**config.mk**
```make
export PLATFORM = sky130hd
export DESIGN_NAME = bank_fill_controller_flat
export DESIGN_NICKNAME = d
export VERILOG_FILES = /design/src/rtl/bank_fill_if.sv /design/src/rtl/bank_fill_controller.sv /design/src/flat_wrapper.sv
export SDC_FILE = /design/constraint.sdc
export NUM_CORES = 1
export LEC_CHECK = 0
export ABC_AREA = 1
export ABC_CLOCK_PERIOD_IN_PS = 2200
export CORE_MARGIN = 2
export CORE_UTILIZATION = 49
export DETAILED_ROUTE_END_ITERATION = 6
export HOLD_SLACK_MARGIN = 0.15
export PLACE_DENSITY = 0.91
export SETUP_SLACK_MARGIN = 0.5
export SYNTH_ARGS = -nofsm -noshare
export SYNTH_HDL_FRONTEND = slang
export SYNTH_SLANG_ARGS = --single-unit
```
**constraint.sdc**
```tcl
create_clock -name clk -period 2.2 [get_ports clk]
set_input_delay 0.22 -clock clk [delete_from_list [all_inputs] [get_ports clk]]
set_output_delay 0.22 -clock clk [all_outputs]
set_load 0.01 [all_outputs]
```
**src/rtl/bank_fill_if.sv**
```systemverilog
// Bus between bank_fill_controller and its neighbours: memory read port,
// register-bank write port and the row handshake with the systolic array.
interface bank_fill_if #(
  parameter int ADDR_WIDTH = 8,
  parameter int DATA_WIDTH = 8
);
  logic                    mem_rd_en;
  logic [ADDR_WIDTH-1:0]   mem_addr;
  logic [4*DATA_WIDTH-1:0] mem_rdata;
  logic                    bank_enable;
  logic [4*DATA_WIDTH-1:0] bank_data;
  logic [2:0]              bank_select;
  logic                    row_valid;
  logic                    row_ack;

  modport master (
    output mem_rd_en, mem_addr, bank_enable, bank_data, bank_select, row_valid,
    input  mem_rdata, row_ack
  );

  modport slave (
    input  mem_rd_en, mem_addr, bank_enable, bank_data, bank_select, row_valid,
    output mem_rdata, row_ack
  );
endinterface

```
**src/rtl/bank_fill_controller.sv**
```systemverilog
// Fetches two-word rows from memory into the 8-byte register bank, one row per
// handshake. Optional HOLD stall counter enabled by macro BANK_FILL_STALL_CNT_EN.
module bank_fill_controller #(
  parameter int ADDR_WIDTH = 8,
  parameter int DATA_WIDTH = 8,
  parameter int NUM_ROWS   = 4
) (
  input  logic                  clk,
  input  logic                  reset,
  input  logic                  start,
  input  logic [ADDR_WIDTH-1:0] base_addr,
  output logic                  busy,
  output logic                  done,
`ifdef BANK_FILL_STALL_CNT_EN
  output logic [15:0]           stall_cycles,
`endif
  bank_fill_if.master           bus
);

  localparam int         BUS_W    = 4 * DATA_WIDTH;
  localparam logic [7:0] LAST_ROW = 8'(NUM_ROWS - 1);

  typedef enum logic [2:0] {
    IDLE, RD_LO, RD_HI, WAIT_D, WR_LO, WR_HI, HOLD, FIN
  } state_e;

  state_e                state_q, state_d;
  logic [ADDR_WIDTH-1:0] addr_q, addr_d;
  logic [7:0]            row_q, row_d;
  logic [BUS_W-1:0]      data_q, data_d;

  always_ff @(posedge clk or posedge reset) begin
    if (reset) begin
      state_q <= IDLE;
      addr_q  <= '0;
      row_q   <= '0;
      data_q  <= '0;
    end else begin
      state_q <= state_d;
      addr_q  <= addr_d;
      row_q   <= row_d;
      data_q  <= data_d;
    end
  end

  // Read data arrives one cycle after each strobe, so the low word is
  // captured leaving RD_HI and the high word leaving WAIT_D.
  always_comb begin
    state_d = state_q;
    addr_d  = addr_q;
    row_d   = row_q;
    data_d  = data_q;
    case (state_q)
      IDLE: begin
        if (start) begin
          addr_d  = base_addr;
          row_d   = '0;
          state_d = RD_LO;
        end
      end
      RD_LO:  state_d = RD_HI;
      RD_HI: begin
        data_d  = bus.mem_rdata;
        state_d = WAIT_D;
      end
      WAIT_D: begin
        data_d  = bus.mem_rdata;
        state_d = WR_LO;
      end
      WR_LO:  state_d = WR_HI;
      WR_HI:  state_d = HOLD;
      HOLD: begin
        if (bus.row_ack) begin
          addr_d = addr_q + ADDR_WIDTH'(2);
          if (row_q == LAST_ROW) begin
            state_d = FIN;
          end else begin
            row_d   = row_q + 8'd1;
            state_d = RD_LO;
          end
        end
      end
      FIN:     state_d = IDLE;
      default: state_d = IDLE;
    endcase
  end

  // Bank select trails bank_enable by one cycle to match the bank's sample stage.
  always_comb begin
    bus.mem_rd_en   = 1'b0;
    bus.mem_addr    = '0;
    bus.bank_enable = 1'b0;
    bus.bank_select = 3'b111;
    bus.row_valid   = 1'b0;
    busy            = (state_q != IDLE);
    done            = 1'b0;
    case (state_q)
      RD_LO: begin
        bus.mem_rd_en = 1'b1;
        bus.mem_addr  = addr_q;
      end
      RD_HI: begin
        bus.mem_rd_en = 1'b1;
        bus.mem_addr  = addr_q + ADDR_WIDTH'(1);
      end
      WAIT_D: bus.bank_enable = 1'b1;
      WR_LO: begin
        bus.bank_enable = 1'b1;
        bus.bank_select = 3'b000;
      end
      WR_HI:   bus.bank_select = 3'b001;
      HOLD:    bus.row_valid   = 1'b1;
      FIN:     done            = 1'b1;
      default: ;
    endcase
  end

  assign bus.bank_data = data_q;

`ifdef BANK_FILL_STALL_CNT_EN
  logic [15:0] stall_q, stall_d;

  always_comb begin
    stall_d = stall_q;
    if (state_q == IDLE && start) begin
      stall_d = '0;
    end else if (state_q == HOLD && !bus.row_ack && stall_q != 16'hFFFF) begin
      stall_d = stall_q + 16'd1;
    end
  end

  always_ff @(posedge clk or posedge reset) begin
    if (reset) stall_q <= '0;
    else       stall_q <= stall_d;
  end

  assign stall_cycles = stall_q;
`endif

endmodule

```
**src/flat_wrapper.sv**
```systemverilog
// flat-port wrapper written by rule: the top's interface ports become plain ports
module bank_fill_controller_flat 
#(
  parameter int ADDR_WIDTH = 8,
  parameter int DATA_WIDTH = 8,
  parameter int NUM_ROWS   = 4
)
  (clk, reset, start, base_addr, busy, done, bus_mem_rd_en, bus_mem_addr, bus_bank_enable, bus_bank_data, bus_bank_select, bus_row_valid, bus_mem_rdata, bus_row_ack);
  bank_fill_if #(.ADDR_WIDTH(ADDR_WIDTH), .DATA_WIDTH(DATA_WIDTH)) bus_i ();
  input  logic clk;
  input  logic reset;
  input  logic start;
  input  logic [ADDR_WIDTH-1:0] base_addr;
  output logic busy;
  output logic done;
  output wire logic [$bits(bus_i.mem_rd_en)-1:0] bus_mem_rd_en;
  output wire logic [$bits(bus_i.mem_addr)-1:0] bus_mem_addr;
  output wire logic [$bits(bus_i.bank_enable)-1:0] bus_bank_enable;
  output wire logic [$bits(bus_i.bank_data)-1:0] bus_bank_data;
  output wire logic [$bits(bus_i.bank_select)-1:0] bus_bank_select;
  output wire logic [$bits(bus_i.row_valid)-1:0] bus_row_valid;
  input wire logic [$bits(bus_i.mem_rdata)-1:0] bus_mem_rdata;
  input wire logic [$bits(bus_i.row_ack)-1:0] bus_row_ack;
  assign bus_mem_rd_en = bus_i.mem_rd_en;
  assign bus_mem_addr = bus_i.mem_addr;
  assign bus_bank_enable = bus_i.bank_enable;
  assign bus_bank_data = bus_i.bank_data;
  assign bus_bank_select = bus_i.bank_select;
  assign bus_row_valid = bus_i.row_valid;
  assign bus_i.mem_rdata = bus_mem_rdata;
  assign bus_i.row_ack = bus_row_ack;
  bank_fill_controller #(.ADDR_WIDTH(ADDR_WIDTH), .DATA_WIDTH(DATA_WIDTH), .NUM_ROWS(NUM_ROWS)) u_core (.clk(clk), .reset(reset), .start(start), .base_addr(base_addr), .busy(busy), .done(done), .bus(bus_i));
endmodule
```
Word level (Yosys, flattened, before mapping) --
Index checks and enable logic that the tools add are counted.
Storage, ports and cells: register bits 51, output and inout port bits 48, word-level logic and storage cells 44, input bits 44
Cells by class: eq/ne operators 11, multiplexer cells 17, reductions and logical operators 9, add/sub/neg operators 3
Operators with widths (count):
- one-hot mux 8 bit (2 select lines) | 3
- 2-to-1 mux 8 bit | 5
- one-hot mux 3 bit (8 select lines) | 1
- adder 8 x 1 -> 8 bit (second input constant) | 2
- == test 3 bit (second input constant) | 4
- 2-to-1 mux 3 bit | 3
- adder 8 x 2 -> 8 bit (second input constant) | 1
- == test 8 x 2 -> 1 bit (second input constant) | 1
- == test 3 x 2 -> 1 bit (second input constant) | 2
- inequality test 2 bit (second input constant) | 3
- one-hot mux 3 bit (2 select lines) | 1
- OR reduction 2 bit | 3
- 2-to-1 mux 1 bit | 4
- AND reduction 4 bit | 1
- == test 3 x 1 -> 1 bit (second input constant) | 1
- logical NOT 3 bit | 1
- AND reduction 3 bit | 1
- nonzero test 3 bit | 1
- AND reduction 2 bit | 1
- nonzero test 2 bit | 1

Longest topological paths before layout --
Gate-level depths: netlist (run 1).
word-level depth 4, depth in mapped cells 9, depth with buffers taken out 9

Least setup slack after synthesis (run 1) --
OpenSTA, ideal clock, no wires.
path kind reg-to-reg, from register u_core.state_q[2], to register u_core.data_q[0], in the netlist u_core.bus.bank_data[0], arrival time 1.291 ns, period minus slack after synthesis 1.416 ns, library setup time 0.125 ns, path slack 0.784 ns, buffers on the path 1, required time 2.075 ns, stages on the path, launching flop included 6, path through dfrtp_1 > inv_2 > nand3_1 > nand2_4 > buf_6 > mux2_2
Between the ends: word-level cells in the longest chain between the ends 2, elaborated cells on any way between the ends 3, classes of those cells eq/ne: 2; reduce/logical: 1
RTL lines:
- start: declaration | RTL line bank_fill_controller.sv:27 | state_e state_q, state_d;
- start signal: assignment | RTL line bank_fill_controller.sv:39 | state_q <= state_d;
- == test 3 x 2 -> 1 bit | RTL line bank_fill_controller.sv:53 | case (state_q)
- OR reduction 2 bit (no source line) *
- end signal: assignment | RTL line bank_fill_controller.sv:42 | data_q <= data_d;
- end: declaration | RTL line bank_fill_controller.sv:30 | logic [BUS_W-1:0] data_q, data_d;
Every way passes the cells marked *; elsewhere a longest branch is shown, timed or not. A chain may end at the register's enable or synchronous reset.

Worst setup path in the final report (run 1) --
from register u_core.addr_q[1], to output port bus_mem_addr[7]
Between the ends: word-level cells in the longest chain between the ends 2
RTL lines:
- start: declaration | RTL line bank_fill_controller.sv:28 | logic [ADDR_WIDTH-1:0] addr_q, addr_d;
- start signal: assignment | RTL line bank_fill_controller.sv:40 | addr_q <= addr_d;
- adder 8 x 1 -> 8 bit | RTL line bank_fill_controller.sv:104 | bus.mem_addr = addr_q + ADDR_WIDTH'(1);
- one-hot mux 8 bit (2 select lines) | RTL line bank_fill_controller.sv:97 | case (state_q)
- end: declaration | RTL line flat_wrapper.sv:17 | output wire logic [$bits(bus_i.mem_addr)-1:0] bus_mem_addr;
Every way passes these cells.

==> qor.txt, run 1 <==
worst slew pin tran: 0.666 ns
chip height: 77.1 um
layout cells sized above 1: 0.299
Die X: 77.1 um
drt drc: 0
commonest non-fill, non-tap cell in the layout: clkdlybuf4s50_1
Worst Slack Setup Final: 0.301 ns
CTS tree: built
Startpoint Class: flop
Final Hold Viols: 0
syn_area_per_cell: 9.12 um^2
CTS Hold Bufs: 0
worst path required time: 1.98 ns
drt pass-1 iters: 6
outcome: completed
layout overhead on the synthesized area: 51.2%
PnR Total Power: 5.74 mW
slew margin rel.: 0.556
first-pass GRT wire length: 12.6 mm
WP buf/inv: 2
total track usage: 0.270
Post-Syn Instances: 287
Yosys top cell area share: 0.488
FF+latch count, synth: 51
Pleak: 1.79 nW
detailed placement HPWL: 4.83 mm
Wirelength per Cell: 19.2 um
I/O pin cnt: 92
worst-path maximum fanout: 3
most frequent cells in the layout: clkdlybuf4s50_1 (75), nand2_1 (70), dfrtp_1 (47), mux2_2 (32), inv_1 (23)
worst slack at placement: 0.225 ns
GP Congestion: 0.949
core area: 0.00514 mm^2
nets: 451
largest net degree at the start of global routing: 52
final wirelength: 9.12 mm
total negative slack: 0 ns
syn nets: 334
Final Max Tran Viols: 0
Cell variety after synth: 31
Critical Path Max Stage Delay: 0.40 ns
Die Area: 0.00594 mm^2
CTS H-tree lvls: 2
Placed Instance Area: 0.00356 mm^2
Reg clk slew, reported paths: 0.11 ns
final setup fails: 0
leading area contributor after synthesis: dfrtp_1
Crit path max-delay family: simple AND/OR/NAND/NOR gates
antenna violations before repair: 0
sequential share of the synthesized area: 0.488
clock latency on the worst-skew pair: 0.32 ns
Power Density: 1450 mW/mm^2
max_cap viols: 0
row count: 26
YS warnings: 0
hold crit path type: in -> async
max frequency: 526 MHz
Synth area leaders: dfrtp_1 (49%), mux2_2 (14%), nand2_1 (11%), inv_1 (4.0%), o21ai_0 (4.0%)
RSZ-0062 raised after global routing: true
fin crit share: 0.863
antenna diode count: 0
Design Area, Final: 0.00396 mm^2
port bufs: 91
crit-path cells: buf_6 -> ha_4 -> nand3_4 -> nor2_2 -> nand2_1 -> nand2_2 -> nand2_1 -> o21ai_1 -> buf_2
remaining antenna violation count after routing: 0
Worst setup EP type: primary output
Setup CP Type: reg -> out
total CTS buffers: 5
DR iter-0 viols: 258
Mapped Area: 0.00262 mm^2
Initial Util: 0.509
most used cell along the critical path: nand2_1
clk_skew: 0.0131 ns
Via density: 5.65
Root Driver: clkbuf_8
number of global-route vias before repair: 2566
clk buf depth: 2
crit path DAT: 1.68 ns
DR vias: 2682
total global routing overflow: 0
clk sinks: 51
Worst VDD drop: 0.777 mV
final worst path period need: 1.90 ns
Critical-path top delay cell: dfrtp_1
per-layer routing:
metal | wire length [um] | part of all wire | global-route usage
met3 | 693 | 0.076 | 0.0482
met2 | 4740 | 0.52 | 0.468
met4 | 573 | 0.063 | 0.163
met1 | 3110 | 0.34 | 0.309
met5 | 0 | 0 | 0
what timing repair did:
action | 4_1_cts | 5_1_grt
hold endpoints to repair | 0 | 0
pin swaps | 5 | 10
setup endpoints to repair | 41 | 61
buffers inserted | 15 | 10
gates resized for setup | 69 | 40
stage by stage:
| step | std cells | util | hold slack, ns |
|---|---|---|---|
| detailed placement | 442 | 0.694 | 0.489 |
| global placement | 442 | 0.694 | 0.487 |
| CTS | 465 | 0.742 | 0.423 |
| finish | 475 | 0.770 | 0.405 |
| global route | 475 | 0.770 | 0.467 |
| floorplan | 287 | - | 0.364 |
flip-flops by register name (all words and copies together) (netlist names):
name / cells
u_core.addr_q: 8
u_core.bus.bank_data: 32
u_core.row_q: 8
u_core.state_q: 3
report_power, final:
| part | internal (mW) | switching, mW |
|---|---|---|
| clock network | 0.229 | 0.357 |
| registers | 1.37 | 0.342 |
| logic | 1.74 | 1.71 |
cells by family after synthesis:
kind of cell,count (synthesis),share of synthesized area
adders and majority gates,3,0.0143
DFF,51,0.488
xor gates and xnor gates,4,0.0134
and+or+nand+nor,129,0.217
muxes,32,0.138
AOI/OAI and AO/OA,29,0.0602
buffers and inverters,39,0.0698
cells in the mapped netlist:
master    count
dfrtp_1      51
nand3_4       1
buf_6         4
nand3_2       1
buf_4         1
o22ai_1       1
or2_2         1
buf_2         2
clkbuf_1      1
nor2_1       19
o21a_1        2
nor2_4        1
xor2_1        3
inv_2         3
ha_1          3
nand2_1      77
o32ai_1       1
inv_1        28
o211ai_1      1
nor3_1        3
nor2_2        1
nand2_4       1
nand3_1      17
nand4_1       4
or2_0         1
xnor2_1       1
mux2_2       32
o21ai_1       3
o21ai_0      21
nand3b_1      1
nand2_2       1
final timing paths:
kind	from	end	slack (ns)	depth (start not counted)
setup / recovery	u_core.addr_q[1]	bus_mem_addr[7]	0.30	9
hold / removal	reset	u_core.bus.bank_data[31]	0.41	3
setup reg to reg	u_core.state_q[0]	u_core.addr_q[3]	0.51	8
hold reg to reg	u_core.row_q[6]	u_core.row_q[6]	0.51	2
max in group asynchronous	reset	u_core.state_q[1]	1.32	3
min in group clk	base_addr[0]	u_core.addr_q[0]	0.49	3
worst min-delay path, stage by stage:
cell	delay, ns
clkdlybuf4s50_1	0.42
inv_2	0.05
buf_4	0.52
layout make-up:
class	instances	area (um^2)
multi-input combinational	197	1300
clock buffer	5	68.8
timing repair buffer	118	1070
sequential	51	1280
clock inverter	3	23.8
fill	328	1180
inverter	31	126
tap	70	87.6
Power figures use the tool's default switching activity.
==> inputs of run 2 (changes only) <==
--- a/config.mk
+++ b/config.mk
@@ -7,7 +7,6 @@
 export LEC_CHECK = 0
 export ABC_AREA = 1
 export ABC_CLOCK_PERIOD_IN_PS = 2200
-export CORE_MARGIN = 2
 export CORE_UTILIZATION = 49
 export DETAILED_ROUTE_END_ITERATION = 6
 export HOLD_SLACK_MARGIN = 0.15
==> qor.txt, run 2 (same netlist as run 1, synthesis figures left out) <==
outcome: completed
worst path required time: 1.98 ns
max_cap viols: 0
Setup CP Type: reg -> out
crit-path cells: buf_6 -> ha_4 -> nand3_4 -> nor2_2 -> nand2_1 -> nand2_1 -> nand2_1 -> o21ai_0 -> buf_2
clock latency on the worst-skew pair: 0.33 ns
DR iter-0 viols: 370
total global routing overflow: 0
largest net degree at the start of global routing: 33
Worst Setup EP: bus_mem_addr[7]
GP Congestion: 0.965
total track usage: 0.306
worst r2r src: u_core.state_q[0]
CTS Hold Bufs: 0
number of cells on the worst reg-to-reg path: 10
drt pass-1 iters: 7
PnR Total Power: 6.12 mW
row count: 26
Final Max Tran Viols: 0
Worst setup EP type: primary output
FF-to-FF End: u_core.row_q[3]
antenna violations before repair: 0
DR vias: 2830
commonest non-fill, non-tap cell in the layout: clkdlybuf4s50_1
Worst VDD drop: 0.858 mV
crit path DAT: 1.78 ns
CTS tree: built
worst slew pin tran: 0.474 ns
max frequency: 499 MHz
clk buf depth: 2
layout overhead on the synthesized area: 55.6%
Wirelength per Cell: 21.1 um
slew margin rel.: 0.683
Die Area: 0.00564 mm^2
Critical Path Max Stage Delay: 0.44 ns
antenna diode count: 0
layout cells sized above 1: 0.302
core area: 0.00514 mm^2
R2R Setup Slk: 0.42 ns
Critical-path top delay cell: dfrtp_1
Reg clk slew, reported paths: 0.12 ns
fin crit share: 0.910
Layout fillers: 300
footprint of the multi-input gates: 0.00132 mm^2
I/O pin cnt: 92
final wirelength: 10.1 mm
final worst path period need: 2.00 ns
CTS H-tree lvls: 2
WP buf/inv: 2
Worst Slack Setup Final: 0.197 ns
Initial Util: 0.509
port bufs: 91
Worst setup startpoint: u_core.addr_q[1]
most used cell along the critical path: nand2_1
max reg flops: 32
FF+latch area: 0.00128 mm^2
nets: 456
remaining antenna violation count after routing: 0
worst-path maximum fanout: 3
Via density: 5.90
Startpoint Class: flop
drt drc: 0
clk sinks: 51
detailed placement HPWL: 5.03 mm
Final Hold Viols: 0
final setup fails: 0
number of global-route vias before repair: 2689
first-pass GRT wire length: 12.5 mm
worst slack at placement: 0.243 ns
clk_skew: 0.0276 ns
Crit path max-delay family: simple AND/OR/NAND/NOR gates
Levels on crit path: 9
total negative slack: 0 ns
Power Density: 1500 mW/mm^2
most frequent cells in the layout: clkdlybuf4s50_1 (75), nand2_1 (71), dfrtp_1 (49), mux2_2 (32)
hold crit path type: in -> async
Pleak: 1.86 nW
Die X: 75.1 um
chip height: 75.1 um
total CTS buffers: 5
Root Driver: clkbuf_8
RSZ-0062 raised after global routing: true
-- run 2: how the worst min path moves through the flow --
stage | start | endpoint | slack, ns | cells after the start
3_3_place_gp | u_core.bus.bank_data[17] | u_core.bus.bank_data[17] | 0.49 | 1
3_5_place_dp | u_core.bus.bank_data[13] | u_core.bus.bank_data[13] | 0.49 | 1
6_report | reset | u_core.bus.bank_data[20] | 0.22 | 2
4_1_cts | reset | u_core.bus.bank_data[22] | 0.24 | 2
2_1_floorplan | base_addr[0] | u_core.addr_q[0] | 0.36 | 2
5_1_grt | reset | u_core.bus.bank_data[20] | 0.28 | 2
-- run 2: metal layers --
layer	GRT usage	wire (um)	up-vias
met3	0.0817	737	86
met2	0.551	5130	237
li1	-	-	1178
met4	0.197	770	0
met5	0	0	-
met1	0.313	3490	1329
-- run 2: timing repair --
action                                  CTS  global route
buffers inserted                         16            13
endpoints found under the setup margin   48            62
pin swaps                                 4            12
gates resized for setup                  73            46
-- run 2: final cells by class --
class	instances	share of cell area
timing repair buffer	123	0.279
sequential	51	0.314
multi-input combinational	197	0.325
clock inverter	2	0.00952
inverter	31	0.0304
tap	70	0.0215
clock buffer	6	0.0203
-- run 2: worst reg2reg max path: stages, from the launching register on --
cell,delay (ns)
dfrtp_2,0.47
inv_4,0.09
buf_4,0.12
nand2_2,0.06
nor2_4,0.10
buf_6,0.15
nand3_1,0.27
nand2_1,0.21
nor2_4,0.07
nand2_1,0.08
nand2_1,0.06
-- run 2: power breakdown --
part	switching, mW	internal (mW)	total, mW
Clock	0.362	0.375	0.737
Combinational	1.81	1.83	3.64
Sequential	0.375	1.37	1.74
-- run 2: per-stage QoR --
stage                     area [um^2]  cells  hold WS [ns]  utilization
after global routing             4070    480         0.279        0.793
final                            4070    480         0.219        0.793
after CTS                        3860    467         0.245        0.751
after detailed placement         3570    443         0.494        0.695
after global placement           3570    443         0.488        0.695
after floorplan                  2620    287         0.364            -
